$ cat src/rtl/memory_write_post_buffer.sv
// Posted-write FIFO draining byte writes as one or two aligned dword bus beats.
// Define MEMORY_WRITE_POST_SNOOP_EN to enable the read-hazard snoop compare.
module memory_write_post_buffer #(
    parameter int DEPTH     = 4,
    parameter int DEPTH_LOG = 2
) (
    input  logic                 clk,
    input  logic                 rst,
    input  logic                 wrbuf_do,
    output logic                 wrbuf_done,
    input  logic [31:0]          wrbuf_address,
    input  logic [2:0]           wrbuf_length,
    input  logic [31:0]          wrbuf_data,
    output logic                 mem_write_do,
    input  logic                 mem_write_done,
    output logic [29:0]          mem_write_address,
    output logic [31:0]          mem_write_data,
    output logic [3:0]           mem_write_byteenable,
    input  logic [31:0]          snoop_address,
    input  logic [2:0]           snoop_length,
    output logic                 snoop_hit,
    output logic                 wrbuf_empty,
    output logic                 wrbuf_full,
    output logic [DEPTH_LOG:0]   wrbuf_count
);

    typedef enum logic [1:0] {IDLE, BEAT1, BEAT2} state_t;

    logic [31:0] addr_mem [DEPTH];
    logic [2:0]  len_mem  [DEPTH];
    logic [31:0] data_mem [DEPTH];

    state_t               state_q, state_d;
    logic [DEPTH_LOG-1:0] wr_ptr_q, rd_ptr_q;
    logic [DEPTH_LOG:0]   count_q, count_d;
    logic                 done_q;
    logic                 do_q, do_d;
    logic [29:0]          maddr_q, maddr_d;
    logic [31:0]          mdata_q, mdata_d;
    logic [3:0]           mbe_q, mbe_d;
    logic                 push, pop;

    logic [31:0] h_addr, h_data;
    logic [2:0]  h_len;
    logic [1:0]  a;
    logic [3:0]  sum;
    logic        two_beats;
    logic [4:0]  sh1, m5;
    logic [5:0]  sh2;
    logic [7:0]  be1_w;
    logic [3:0]  be2;

    assign wrbuf_full = (count_q == (DEPTH_LOG+1)'(DEPTH));
    assign push       = wrbuf_do & ~wrbuf_full & ~done_q;

    assign h_addr    = addr_mem[rd_ptr_q];
    assign h_data    = data_mem[rd_ptr_q];
    assign h_len     = len_mem[rd_ptr_q];
    assign a         = h_addr[1:0];
    assign sum       = {2'b00, a} + {1'b0, h_len};
    assign two_beats = (sum > 4'd4);
    assign sh1       = {a, 3'b000};
    assign sh2       = 6'd32 - {1'b0, sh1};
    assign m5        = (5'd1 << h_len) - 5'd1;
    assign be1_w     = {3'b000, m5} << a;
    assign be2       = (4'd1 << (sum - 4'd4)) - 4'd1;

    always_ff @(posedge clk) begin
        if (push) begin
            addr_mem[wr_ptr_q] <= wrbuf_address;
            len_mem[wr_ptr_q]  <= wrbuf_length;
            data_mem[wr_ptr_q] <= wrbuf_data;
        end
    end

    always_comb begin
        state_d = state_q;
        do_d    = do_q;
        maddr_d = maddr_q;
        mdata_d = mdata_q;
        mbe_d   = mbe_q;
        pop     = 1'b0;
        unique case (state_q)
            IDLE: begin
                if (count_q != '0) begin
                    state_d = BEAT1;
                    do_d    = 1'b1;
                    maddr_d = h_addr[31:2];
                    mdata_d = h_data << sh1;
                    mbe_d   = be1_w[3:0];
                end
            end
            BEAT1: begin
                if (mem_write_done) begin
                    if (two_beats) begin
                        state_d = BEAT2;
                        maddr_d = h_addr[31:2] + 30'd1;
                        mdata_d = h_data >> sh2;
                        mbe_d   = be2;
                    end else begin
                        state_d = IDLE;
                        do_d    = 1'b0;
                        pop     = 1'b1;
                    end
                end
            end
            BEAT2: begin
                if (mem_write_done) begin
                    state_d = IDLE;
                    do_d    = 1'b0;
                    pop     = 1'b1;
                end
            end
            default: state_d = IDLE;
        endcase
    end

    always_comb begin
        count_d = count_q;
        if (push && !pop)
            count_d = count_q + (DEPTH_LOG+1)'(1);
        else if (pop && !push)
            count_d = count_q - (DEPTH_LOG+1)'(1);
    end

    always_ff @(posedge clk) begin
        if (rst) begin
            state_q  <= IDLE;
            wr_ptr_q <= '0;
            rd_ptr_q <= '0;
            count_q  <= '0;
            done_q   <= 1'b0;
            do_q     <= 1'b0;
            maddr_q  <= '0;
            mdata_q  <= '0;
            mbe_q    <= '0;
        end else begin
            state_q <= state_d;
            count_q <= count_d;
            done_q  <= push;
            do_q    <= do_d;
            maddr_q <= maddr_d;
            mdata_q <= mdata_d;
            mbe_q   <= mbe_d;
            if (push) wr_ptr_q <= wr_ptr_q + DEPTH_LOG'(1);
            if (pop)  rd_ptr_q <= rd_ptr_q + DEPTH_LOG'(1);
        end
    end

    assign wrbuf_done           = done_q;
    assign mem_write_do         = do_q;
    assign mem_write_address    = maddr_q;
    assign mem_write_data       = mdata_q;
    assign mem_write_byteenable = mbe_q;
    assign wrbuf_count          = count_q;
    assign wrbuf_empty          = (count_q == '0) && (state_q == IDLE);

`ifdef MEMORY_WRITE_POST_SNOOP_EN
    // Slot i is valid when its distance from the head is below count.
    always_comb begin
        logic [32:0]          s_lo, s_hi;
        logic [32:0]          e_lo, e_hi;
        logic [DEPTH_LOG-1:0] off;
        snoop_hit = 1'b0;
        s_lo = {1'b0, snoop_address};
        s_hi = s_lo + {30'd0, snoop_length};
        for (int i = 0; i < DEPTH; i++) begin
            off  = DEPTH_LOG'(i) - rd_ptr_q;
            e_lo = {1'b0, addr_mem[i]};
            e_hi = e_lo + {30'd0, len_mem[i]};
            if (({1'b0, off} < count_q) && (s_lo < e_hi) && (e_lo < s_hi))
                snoop_hit = 1'b1;
        end
    end
`else
    logic unused_snoop;
    assign unused_snoop = ^{snoop_address, snoop_length};
    assign snoop_hit    = 1'b0;
`endif

    a_len_legal: assert property (
        @(posedge clk) disable iff (rst)
        push |-> (wrbuf_length != 3'd0 && wrbuf_length <= 3'd4)
    );

endmodule

$ cat config.mk
export PLATFORM = sky130hd
export DESIGN_NAME = memory_write_post_buffer
export DESIGN_NICKNAME = d
export VERILOG_FILES = /design/src/rtl/memory_write_post_buffer.sv
export SDC_FILE = /design/constraint.sdc
export NUM_CORES = 1
export LEC_CHECK = 0
export CAP_MARGIN = 10
export CORE_MARGIN = 2
export CORE_UTILIZATION = 42
export CTS_CLUSTER_DIAMETER = 120
export CTS_CLUSTER_SIZE = 8
export DETAILED_ROUTE_END_ITERATION = 10
export GPL_ROUTABILITY_DRIVEN = 1
export PLACE_DENSITY = 0.64
export SYNTH_ARGS = -nofsm -noshare
export SYNTH_HDL_FRONTEND = slang
export SYNTH_SLANG_ARGS = --single-unit
$ cat constraint.sdc
create_clock -name clk -period 11.1 [get_ports clk]
set_input_delay 2.22 -clock clk [delete_from_list [all_inputs] [get_ports clk]]
set_output_delay 2.22 -clock clk [all_outputs]
set_load 0.05 [all_outputs]
### Word level (Yosys, flattened, before mapping)

Memory sizes are Yosys's and may differ from the RTL's. A register that Yosys moved wholly into a read port is not among the register bits.
Cells that the tools add are included.

* register bits: 77
* memory bits (writable): 268
* input port bits: 106
* word-level logic and storage cells: 90
* memories kept: 3

Memory list
* addr_mem: depth 4, width 32, read ports 1, clocked after Yosys merged registers in 1, wr ports 1, RTL line 29 `logic [31:0] addr_mem [DEPTH];`
* data_mem: depth 4, width 32, read ports 1, clocked after Yosys merged registers in 1, wr ports 1, RTL line 31 `logic [31:0] data_mem [DEPTH];`
* len_mem: depth 4, width 3, read ports 1, clocked after Yosys merged registers in 1, wr ports 1, RTL line 30 `logic [2:0] len_mem [DEPTH];`

* $add $sub $neg: 10
* order comparisons: 1
* eq/ne operators: 8
* shift operators: 5
* muxes and demuxes: 36
* bitwise operators: 4
* reductions and logical operators: 14

Operator list (count)
* 2-to-1 mux 32 bit: 3
* 2-to-1 mux 30 bit: 3
* one-hot mux 32 bit (2 select lines): 1
* one-hot mux 30 bit (2 select lines): 1
* left shift 32 x 5 -> 32 bit: 1
* >> shifter 32 x 6 -> 32 bit: 1
* adder 30 x 1 -> 30 bit (second input constant): 1
* 2-to-1 mux 2 bit: 10
* 2-to-1 mux 4 bit: 3
* != test 2 bit (second input constant): 5
* 2-to-1 mux 1 bit: 9
* one-hot mux 4 bit (2 select lines): 1
* 2-to-1 mux 3 bit: 2
* one-hot mux 2 bit (3 select lines): 1
* nonzero test 3 bit: 2
* subtractor 6 x 5 -> 6 bit (first input constant): 1
* AND reduction 5 bit: 1
* left shift 1 x 3 -> 5 bit (first input constant): 1
* left shift 5 x 2 -> 4 bit: 1
* subtractor 5 x 1 -> 5 bit (second input constant): 1
* adder 2 x 1 -> 2 bit (second input constant): 2
* adder 2 x 3 -> 4 bit: 1
* > comparator 4 x 3 -> 1 bit (second input constant): 1
* AND reduction 4 bit: 1
* 18 further kinds: 24

### Logic depth before layout (Yosys ltp)

* word-level depth: 8
* mapped depth: 22

### Least setup slack after synthesis

OpenSTA, ideal clock, no wires.

* kind: input -> register
* start point: input wrbuf_do
* end point: memory addr_mem[0][0], enable pin
* setup time: 0.432 ns
* arrival: 4.447 ns
* path slack: 6.220 ns
* stages on the path: 2
* buffers on the path: 0
* cells stage by stage: nor3b_1 and2_1

* word-level cells in the longest chain between the ends: 4

RTL lines
* start, declared: RTL line 9 `input logic wrbuf_do,`
* bitwise AND 1 bit (2 in series): RTL line 54 `assign push = wrbuf_do & ~wrbuf_full & ~done_q;`
* 2-to-1 mux 1 bit: RTL line 69 `if (push) begin`
* 2-to-1 mux 1 bit (implied by the code): RTL line 70 `addr_mem[wr_ptr_q] <= wrbuf_address;`
* end, declared: RTL line 29

No other way between the ends.

==> results.md <==
- Status: complete, no violations
- Post-synth ARST share: 0
- Resize count post-CTS: 0
- Setup repair after global routing missed its margin: false
- Worst EP arrival: 5.97 ns
- Total Wirelength: 32100 um
- Synth top area cells: edfxtp_1 (55%), dfxtp_1 (11%), mux4_2 (7.4%)
- Post-Syn Instances: 942
- Synthesis Warnings: 0
- Final Cycle Share: 0.496
- Initial antenna violation count: 3
- Max_cap viols: 0
- Area Overhead vs Synth: 20.9%
- Routability cong.: 0.800
- Synth unique cells: 70
- Comb pwr share: 0.330
- Worst-Margin Slew: 1.21 ns
- First-pass GRT wire length: 49800 um
- Skew final: 0.0124 ns
- Psw: 1.56 mW
- Register area share after synthesis: 0.655
- Final min period: 5.50 ns
- Final setup violation count: 0
- Critical path endpoint category: flip-flop
- Post-layout net count: 1209
- Cts hold-fix bufs: 0
- GRT Util Overall: 0.180
- Input/output buffers: 143
- Internal power: 2.97 mW
- Vias per inst: 5.39
- Post-CTS Setup Inserts: 0
- CTS tree: built
- Largest net degree at the start of global routing: 111
- Die ar.: 0.0365 mm^2
- Cell family with most CP delay: buffers and inverters
- I/O pin count: 180
- Post-route core utilization: 0.515
- CP max-delay cell: dfxtp_2
- DP HPWL: 19700 um
- Drt pass-1 iters: 5
- Sink Count: 347
- Post-route ant nets: 0
- Relative slew slack: 0.188
- Main synth FF type: edfxtp_1
- CTS clk-pin slew, worst paths: 0.05 ns
- Switching Fraction: 0.345
- Starting Density: 0.426
- Finished Layout Cells: 1582
- Critical path fanouts, max: 110
- EDFF count, synth: 268
- Via count: 8526
- Sum Neg Setup Slack: 0 ns
- Worst min path class: flip-flop to flip-flop
- Clk_lat worst skew: 0.55 ns
- Vias in the first global route: 8481
- Sequential power share: 0.373
- Power density over the cells: 255 mW/mm^2
- Worst setup SP type: flip-flop
- Share of cells above drive strength 1: 0.140
- Root buffer cell: clkbuf_16
- Yosys top cell area share: 0.548
- CP max stage delay: 0.90 ns
- DR WL/cell: 20.3 um
- Flops & latches, synth: 347
- Clock Path Buffers: 3
- Most used cell, CP: buf_4
- Avg Cell Area, Syn: 15.6 um^2
- H-tree depth: 2
- Worst Path Buf+Inv: 5
- Die Height: 191 um
- Slew Limit Fails: 0
- Core ar.: 0.0345 mm^2
- Required time of the critical path: 11.57 ns
- Crit path cell chain: buf_4, mux4_2, buf_4, ha_1, fa_1, xnor2_1, inv_1, ha_1, inv_1, a31oi_1, nor2b_1, a31o_4, buf_4, o311ai_1, a21oi_1
- Leak: 5.76 nW
- # rows: 68
- Peak supply drop: 327 uV
- Residual DRC: 0
- Inst Count DP: 1490
- Post-synthesis net count: 1065
- Die width: 191 um
- Clk pwr share: 0.296
- Global route overflow: 0
- Synthesized area: 0.0147 mm^2
- Leading area contributor after synthesis: edfxtp_1
- Initial drt markers: 604
- Worst setup path class: flip-flop to flip-flop
- Fmax: 0.182 GHz
- CTS buffer count: 49
- Fin. Hold Viols: 0
==> flip-flops by register name, summed over array words and instances (netlist names), named ones only <==
name                  cells
data_mem                128
len_mem                  12
wrbuf_count               3
state_q                   2
mem_write_do              1
addr_mem                128
rd_ptr_q                  2
wrbuf_done                1
mem_write_byteenable      4
mem_write_address        30
wr_ptr_q                  2
mem_write_data           32
==> logic make-up after synthesis <==
| logic type | Yosys count | share of synthesized area |
|---|---|---|
| other | 1 | 0.000255 |
| AOI/OAI and AO/OA | 132 | 0.0648 |
| buffers and inverters | 73 | 0.0333 |
| adders and majority gates | 18 | 0.0162 |
| muxes | 91 | 0.122 |
| DFF | 347 | 0.655 |
| xor gates and xnor gates | 36 | 0.0215 |
| and+or+nand+nor | 244 | 0.0863 |
==> Yosys cell counts (all sizes together) (8+ instances only) <==
library cell	instances
a21o	10
buf	44
a22oi	8
inv	12
nor3	39
a211oi	55
o21ai	10
o22ai	9
clkbuf	16
xor2	13
ha	15
nor2b	11
mux4	65
nor2	99
nand3	9
dfxtp	79
a222oi	8
a21oi	23
mux2i	17
xnor2	23
and2	18
nand2	39
mux2	9
edfxtp	268
==> power by group through the flow <==
stage / sequential, mW / clock (mW) / combinational [mW]
after floorplan: 1.96 / 0 / 0.849
after global placement: 1.71 / 0 / 1.49
after detailed placement: 1.72 / 0 / 1.51
after CTS: 1.69 / 1.38 / 1.51
after global routing: 1.71 / 1.43 / 1.63
final: 1.69 / 1.34 / 1.50
==> cell usage in the layout, fill, tap and decap left out, types with 10 or more instances in the layout <==
cell type	instances
clkbuf_16	49
ha_1	15
buf_4	11
clkbuf_1	38
a211oi_1	52
inv_1	11
edfxtp_1	268
a21o_1	10
mux4_2	48
clkdlybuf4s50_1	142
mux2i_1	17
and2_1	11
xnor2_1	23
dfxtp_1	77
nor3_1	33
nor2_1	99
mux4_1	17
xor2_1	13
nand2_1	38
a21oi_1	22
nor2b_1	11
==> cell type report <==
type | instances | area, um^2
Sequential cell | 347 | 9630
Clock inverter | 3 | 25.0
Timing Repair Buffer | 154 | 1510
Multi-Input combinational cell | 522 | 4610
Clock buffer | 87 | 1370
Inverter | 12 | 45.0
Antenna cell | 2 | 5.00
Fill cell | 2904 | 16700
Tap cell | 455 | 569
==> metrics by stage <==
step                      power (mW)  instance area [um^2]  setup WS, ns  hold slack, ns
final                           4.53                 17800          5.60           0.455
after global routing            4.77                 17800          5.01           0.473
after CTS                       4.58                 17800          5.44           0.457
after detailed placement        3.23                 16400          5.48           0.449
after global placement          3.20                 16400          5.48           0.443
after floorplan                 2.81                 14700          6.22           0.485
==> layer usage <==
metal  global-route usage  vias up  routed length [um]
li1                     -     3979                   -
met2                0.278      235               14800
met1                0.249     4248               14300
met5                    0        -                  13
met4               0.0680        2                 978
met3               0.0384       62                1950
==> worst min-delay path, delay by kind of cell, from the launching register on <==
| family | cells | cell delay [ns] |
|---|---|---|
| flip-flops | 1 | 0.31 |
| AND/OR/NAND/NOR | 1 | 0.05 |
| AO/OA/AOI/OAI | 1 | 0.05 |
==> path summary, 6_finish.rpt <==
path | startpoint | endpoint | slack (ns) | cells past startpoint
setup / recovery | flip-flop | mem_write_byteenable[3]$_SDFFE_PP0P_ | 5.60 | 15
hold / removal | mem_write_byteenable[3]$_SDFFE_PP0P_ | mem_write_byteenable[3]$_SDFFE_PP0P_ | 0.45 | 2
setup reg to reg | flip-flop | mem_write_byteenable[3]$_SDFFE_PP0P_ | 5.60 | 15
hold reg to reg | mem_write_byteenable[3]$_SDFFE_PP0P_ | mem_write_byteenable[3]$_SDFFE_PP0P_ | 0.45 | 2
(Power assumes the default switching activity.)
